File: src/rtl/add_round_key_stream_pkg.sv
// add_round_key_stream_pkg: shared AES constants and column-word type.
// Byte order: row 0 of a column sits in the most significant byte.
package add_round_key_stream_pkg;

    localparam int AES_NB     = 4;
    localparam int AES_NR_128 = 10;
    localparam int AES_NR_192 = 12;
    localparam int AES_NR_256 = 14;

    typedef logic [31:0] aes_col_t;

    function automatic aes_col_t masked_key(aes_col_t k, logic ok);
        return ok ? k : '0;
    endfunction

endpackage

File: src/rtl/add_round_key_stream_key_bank.sv
// aes_key_bank: NR+1 round keys of four columns, one write port, RP read ports.
// Reads are combinational from the array, so a same-cycle write is seen next cycle.
module aes_key_bank
    import add_round_key_stream_pkg::*;
#(
    parameter int NR = AES_NR_128,
    parameter int RP = 1,
    parameter int RW = $clog2(NR + 1)
) (
    input  logic                      clk,
    input  logic                      rst,
    input  logic                      wr_en,
    input  logic [RW-1:0]             wr_round,
    input  logic [1:0]                wr_col,
    input  aes_col_t                  wr_data,
    input  logic                      clr,
    input  logic [RW-1:0]             rd_round,
    input  logic [RP-1:0][1:0]        rd_col,
    output aes_col_t [RP-1:0]         rd_data,
    output logic [RP-1:0]             rd_loaded
);

    aes_col_t                key_mem [NR+1][AES_NB];
    logic [NR:0][AES_NB-1:0] loaded;
    logic                    wr_ok;
    logic                    rd_ok;

    assign wr_ok = wr_round <= RW'(NR);
    assign rd_ok = rd_round <= RW'(NR);

    always_ff @(posedge clk)
        if (wr_en && wr_ok) key_mem[wr_round][wr_col] <= wr_data;

    // a write in the same cycle as a clear still marks its column loaded
    always_ff @(posedge clk or posedge rst)
        if (rst) loaded <= '0;
        else begin
            if (clr) loaded <= '0;
            if (wr_en && wr_ok) loaded[wr_round][wr_col] <= 1'b1;
        end

    always_comb begin
        rd_data   = '0;
        rd_loaded = '0;
        for (int j = 0; j < RP; j++) begin
            rd_data[j]   = key_mem[rd_round][rd_col[j]];
            rd_loaded[j] = rd_ok && loaded[rd_round][rd_col[j]];
        end
    end

endmodule

File: src/rtl/add_round_key_stream.sv
// add_round_key_stream: streams state columns through AddRoundKey with a registered output.
// A block is NB/COLS_PER_BEAT beats; its round index is taken from the first beat.
module add_round_key_stream
    import add_round_key_stream_pkg::*;
#(
    parameter int NB            = AES_NB,
    parameter int COLS_PER_BEAT = 1,
    parameter int NR            = AES_NR_128,
    parameter int RW            = $clog2(NR + 1)
) (
    input  logic                       clk,
    input  logic                       rst,
    input  logic                       key_wr_en,
    input  logic [RW-1:0]              key_wr_round,
    input  logic [1:0]                 key_wr_col,
    input  logic [31:0]                key_wr_data,
    input  logic                       key_clr,
    input  logic                       in_valid,
    output logic                       in_ready,
    input  logic [RW-1:0]              in_round,
    input  logic [32*COLS_PER_BEAT-1:0] in_data,
    output logic                       out_valid,
    input  logic                       out_ready,
    output logic [32*COLS_PER_BEAT-1:0] out_data,
    output logic                       out_last,
    output logic [RW-1:0]              out_round,
    output logic                       err
);

    localparam int BEATS = NB / COLS_PER_BEAT;
    localparam int CW    = BEATS > 1 ? $clog2(BEATS) : 1;
    localparam int DW    = 32 * COLS_PER_BEAT;

    logic [CW-1:0]                    cnt;
    logic [RW-1:0]                    rnd_q;
    logic [RW-1:0]                    rnd;
    logic                             accept;
    logic                             last_beat;
    logic                             bad;
    logic [COLS_PER_BEAT-1:0][1:0]    rd_col;
    aes_col_t [COLS_PER_BEAT-1:0]     key_col;
    logic [COLS_PER_BEAT-1:0]         key_ok;
    logic [DW-1:0]                    xored;

    assign in_ready  = !out_valid || out_ready;
    assign accept    = in_valid && in_ready;
    assign last_beat = cnt == CW'(BEATS - 1);
    assign rnd       = cnt == '0 ? in_round : rnd_q;
    assign bad       = ~&key_ok;

    aes_key_bank #(.NR(NR), .RP(COLS_PER_BEAT), .RW(RW)) u_bank (
        .clk       (clk),
        .rst       (rst),
        .wr_en     (key_wr_en),
        .wr_round  (key_wr_round),
        .wr_col    (key_wr_col),
        .wr_data   (key_wr_data),
        .clr       (key_clr),
        .rd_round  (rnd),
        .rd_col    (rd_col),
        .rd_data   (key_col),
        .rd_loaded (key_ok)
    );

    // column j of the beat lives in the j-th most significant word
    always_comb begin
        rd_col = '0;
        xored  = '0;
        for (int j = 0; j < COLS_PER_BEAT; j++) begin
            rd_col[j] = 2'(int'(cnt) * COLS_PER_BEAT + j);
            xored[DW-32*(j+1) +: 32] = in_data[DW-32*(j+1) +: 32] ^ masked_key(key_col[j], key_ok[j]);
        end
    end

    always_ff @(posedge clk or posedge rst)
        if (rst) begin
            cnt       <= '0;
            rnd_q     <= '0;
            out_valid <= 1'b0;
            out_data  <= '0;
            out_last  <= 1'b0;
            out_round <= '0;
            err       <= 1'b0;
        end else if (accept) begin
            cnt       <= last_beat ? '0 : cnt + 1'b1;
            rnd_q     <= rnd;
            out_valid <= 1'b1;
            out_data  <= xored;
            out_last  <= last_beat;
            out_round <= rnd;
            err       <= err | bad;
        end else if (out_ready) out_valid <= 1'b0;

endmodule

File: config.mk
export PLATFORM = sky130hd
export DESIGN_NAME = add_round_key_stream
export DESIGN_NICKNAME = d
export VERILOG_FILES = /design/src/rtl/add_round_key_stream_pkg.sv /design/src/rtl/add_round_key_stream_key_bank.sv /design/src/rtl/add_round_key_stream.sv
export SDC_FILE = /design/constraint.sdc
export NUM_CORES = 2
export LEC_CHECK = 0
export ABC_AREA = 0
export BUFFER_PORTS_ARGS = -buffer_cell sky130_fd_sc_hd__buf_2
export CAP_MARGIN = 0
export CELL_PAD_IN_SITES_DETAIL_PLACEMENT = 0
export CELL_PAD_IN_SITES_GLOBAL_PLACEMENT = 1
export CORE_MARGIN = 3
export CORE_UTILIZATION = 30
export DETAILED_ROUTE_END_ITERATION = 12
export PLACE_DENSITY = 0.6
export SLEW_MARGIN = 20
export SYNTH_ARGS = -nofsm -noshare
export SYNTH_HDL_FRONTEND = slang
export SYNTH_SLANG_ARGS = --single-unit
File: constraint.sdc
create_clock -name clk -period 5.3 [get_ports clk]
set_input_delay 0.265 -clock clk [delete_from_list [all_inputs] [get_ports clk]]
set_output_delay 0.265 -clock clk [all_outputs]
set_load 0.005 [all_outputs]
==> results.sh <==
export IMPL_status="complete, no violations"
export IMPL_drt_wl_total_um=191000
export IMPL_synth_area_top_cells="edfxtp_1, nand2_1, dfrtp_1, mux2i_1, nand3_1"
export IMPL_grt_pass1_wl_um=270000
export IMPL_critPathKind="flip-flop to flip-flop"
export IMPL_cts_sinks=1493
export IMPL_hold_path_class="primary input to flip-flop"
export IMPL_syn_cell_area_um2=59300
export IMPL_min_from="key_wr_data[14]"
export IMPL_synth_nets=4209
export IMPL_dr_pass1_iters=6
export IMPL_async_flop_share_pct=5.69
export IMPL_p_per_area_nw_per_um2=498
export IMPL_synth_ff_type="edfxtp_1"
export IMPL_rsz0062_at_grt="no"
export IMPL_grt_overflow=0
export IMPL_skew_ns=0.0230
export IMPL_cts_max_level=4
export IMPL_startpoint_type="flip-flop"
export IMPL_synth_cell_type_count=62
export IMPL_post_route_util_pct=35.2
export IMPL_path_clk_slew_ns=0.06
export IMPL_synth_area_leader_cell="edfxtp_1"
export IMPL_maxCapViolCount=0
export IMPL_ys_ff_latch=1493
export IMPL_cpMostUsedCell="buf_4"
export IMPL_setup_tns_ns=0
export IMPL_slowest_stage="buf_4"
export IMPL_pin_count=120
export IMPL_irDropWorstVdd_v=0.000506
export IMPL_max_freq_ghz=0.224
export IMPL_die_h_um=451
export IMPL_yosysWarnings=0
export IMPL_start_util_pct=30.3
export IMPL_yosysTopAreaCellShare_pct=71.3
export IMPL_hold_path_depth=1
export IMPL_grt_pass1_vias=34900
export IMPL_crit_chain="inv_4 > ha_1 > buf_4 > nor2b_1 > a21oi_4 > buf_4 > nand2_1 > o22ai_1 > o21a_2 > buf_4 > nor2_1 > buf_4 > or3_1 > a31oi_1"
export IMPL_finalWorstPathRequiredPeriod_ns=4.46
export IMPL_hpwlAfterDp_um=111000
export IMPL_die_w_um=451
export IMPL_avgRoutedWirePerCell_um=27.0
export IMPL_cts_setup_buffers=0
export IMPL_synthCells=4127
export IMPL_cts_root_buffer="clkbuf_16"
export IMPL_cts_hold_buf=35
export IMPL_ys_seq_area_share_pct=74.9
export IMPL_rows=162
export IMPL_p_leak_nw=22.6
export IMPL_clk_latency_ns=0.78
export IMPL_ant_nets=0
export IMPL_path_max_fanout=17
export IMPL_r2r_worst_path_cells=14
export IMPL_grt_usage_pct=18.5
export IMPL_area_delta_synth_final_pct=16.1
export IMPL_cts_tree="yes"
export IMPL_max_stage_delay_ns=0.51
export IMPL_routed_via_count=36400
export IMPL_syn_area_per_cell_um2=14.4
export IMPL_final_hold_viol_count=0
export IMPL_port_buffer_count=119
export IMPL_drive_above_1_share_pct=13.9
export IMPL_worstReg2RegStart="cnt[0]"
export IMPL_dieArea_um2=203000
export IMPL_cts_made_buffers=152
export IMPL_crit_required_ns=5.99
export IMPL_post_route_drc_count=0
export IMPL_rrSetupSlack_ns=0.84
export IMPL_core_area_um2=196000
export IMPL_synth_commonest_cells="edfxtp_1, nand2_1, nand3_1, a21oi_1, mux2i_1"
export IMPL_routed_via_density=5.14
export IMPL_period_share_pct=84.1
export IMPL_cts_buffer_depth=3
export IMPL_setup_violations_final=0
export IMPL_cts_resized=0
export IMPL_yosysMostFrequentCell="edfxtp_1"
export IMPL_crit_arrival_ns=5.15
export IMPL_antenna_found_initial=17
export IMPL_r2r_end="out_data[29]"
export IMPL_total_power_mw=34.3
export IMPL_slew_violations=0
export IMPL_num_nets_final=4405
export IMPL_max_slew_worst_pin_slew_ns=1.16
export IMPL_cp_end_kind="flip-flop"
export IMPL_place_congestion=0.818
export IMPL_drt_initial_drc_count=3678
export IMPL_grt_max_degree=120
export IMPL_synth_edf_count=1408
export IMPL_hold_end="u_bank.key_mem[9][78]"
export IMPL_max_slew_margin_pct=22.8
==> report_power, final <==
| group | internal [mW] | switching [mW] |
|---|---|---|
| Sequential | 13.1 | 0.169 |
| Combinational | 3.26 | 7.33 |
| Clock | 5.94 | 4.51 |
==> sequential cells by signal, summed over array words and instances (netlist names) <==
| name | cells |
|---|---|
| cnt | 2 |
| err | 1 |
| out_data | 32 |
| out_last | 1 |
| out_valid | 1 |
| rnd_q | 4 |
| u_bank.key_mem | 1408 |
| u_bank.loaded | 44 |
==> worst max-delay path by stage <==
stage	cells after the start	end	start
after floorplan	16	out_data[14]	cnt[0]
after global placement	13	out_data[5]	cnt[0]
after detailed placement	13	out_data[5]	cnt[0]
after CTS	13	out_data[5]	cnt[0]
after global routing	11	out_data[1]	cnt[0]
final	14	out_data[29]	cnt[0]
==> worst max-delay path: cells and delay by family, from the launching register on <==
kind	cells	cell delay [ns]
compound gates	4	1.04
fa+ha+maj	1	0.35
buf+inv	5	1.39
flops	1	0.50
simple gates	4	1.04
==> final cells by class <==
cell class | instances | area, um^2
antenna | 6 | 15.0
clock buffer | 197 | 4130
clock inverter | 75 | 633
fill | 18800 | 127000
inverter | 49 | 189
multi-input combinational | 2320 | 13800
sequential | 1493 | 44400
tap | 2624 | 3280
timing repair buffer | 307 | 2400
==> cell families (layout without fill, tap and decap cells) <==
kind of cell             count (synthesis)  after routing  share of synthesized area (%)
flip-flops                            1493           1493                           74.9
multiplexers                           230            230                           5.03
AND/OR/NAND/NOR                       1382           1382                           9.62
AO/OA/AOI/OAI                          684            684                           7.49
adder cells (fa/ha/maj)                  2              2                         0.0422
other                                    0              6                              0
buffers and inverters                  314            628                           2.62
XOR/XNOR                                22             22                          0.325
==> metrics by stage <==
step,setup WS [ns],instances,instance area (um^2),hold slack [ns]
floorplan,1.60,4127,59300,0.364
global placement,0.738,6752,63600,0.462
detailed placement,0.830,6758,63700,0.465
CTS,0.779,7065,68800,0.0298
global route,0.625,7068,68800,0.102
finish,0.842,7071,68800,0.0788
==> layer usage <==
layer | vias to the layer above | track usage [%] | wire length [um]
met3 | 255 | 3.00 | 11600
met4 | 12 | 6.28 | 6150
met5 | - | 0 | 63
met1 | 18900 | 25.1 | 81700
li1 | 16000 | - | -
met2 | 1237 | 30.1 | 91800
==> layout by cell type, fill, tap and decap left out, types with 10 or more instances in the layout <==
| cell | synthesis | final |
|---|---|---|
| nand2_1 | 898 | 897 |
| o221ai_1 | 65 | 65 |
| o32ai_2 | 16 | 16 |
| nor3_1 | 17 | 16 |
| mux2_2 | 10 | 10 |
| dlygate4sd3_1 | 0 | 35 |
| clkbuf_1 | 103 | 36 |
| clkinv_1 | 0 | 32 |
| a31oi_1 | 122 | 122 |
| o21ai_0 | 114 | 114 |
| nor4_1 | 40 | 40 |
| mux4_2 | 48 | 48 |
| xor2_1 | 22 | 22 |
| dfrtp_1 | 85 | 83 |
| buf_2 | 92 | 119 |
| mux2i_1 | 163 | 161 |
| nand3_1 | 241 | 241 |
| o21ai_1 | 22 | 22 |
| clkinv_2 | 0 | 18 |
| buf_12 | 0 | 20 |
| buf_4 | 38 | 130 |
| clkbuf_16 | 0 | 158 |
| a311oi_1 | 31 | 31 |
| nor2_1 | 151 | 106 |
| o22ai_1 | 56 | 56 |
| inv_1 | 48 | 47 |
| a21oi_1 | 193 | 192 |
| edfxtp_1 | 1408 | 1408 |
| nor2_4 | 0 | 44 |
Power figures use the tool's default switching activity.
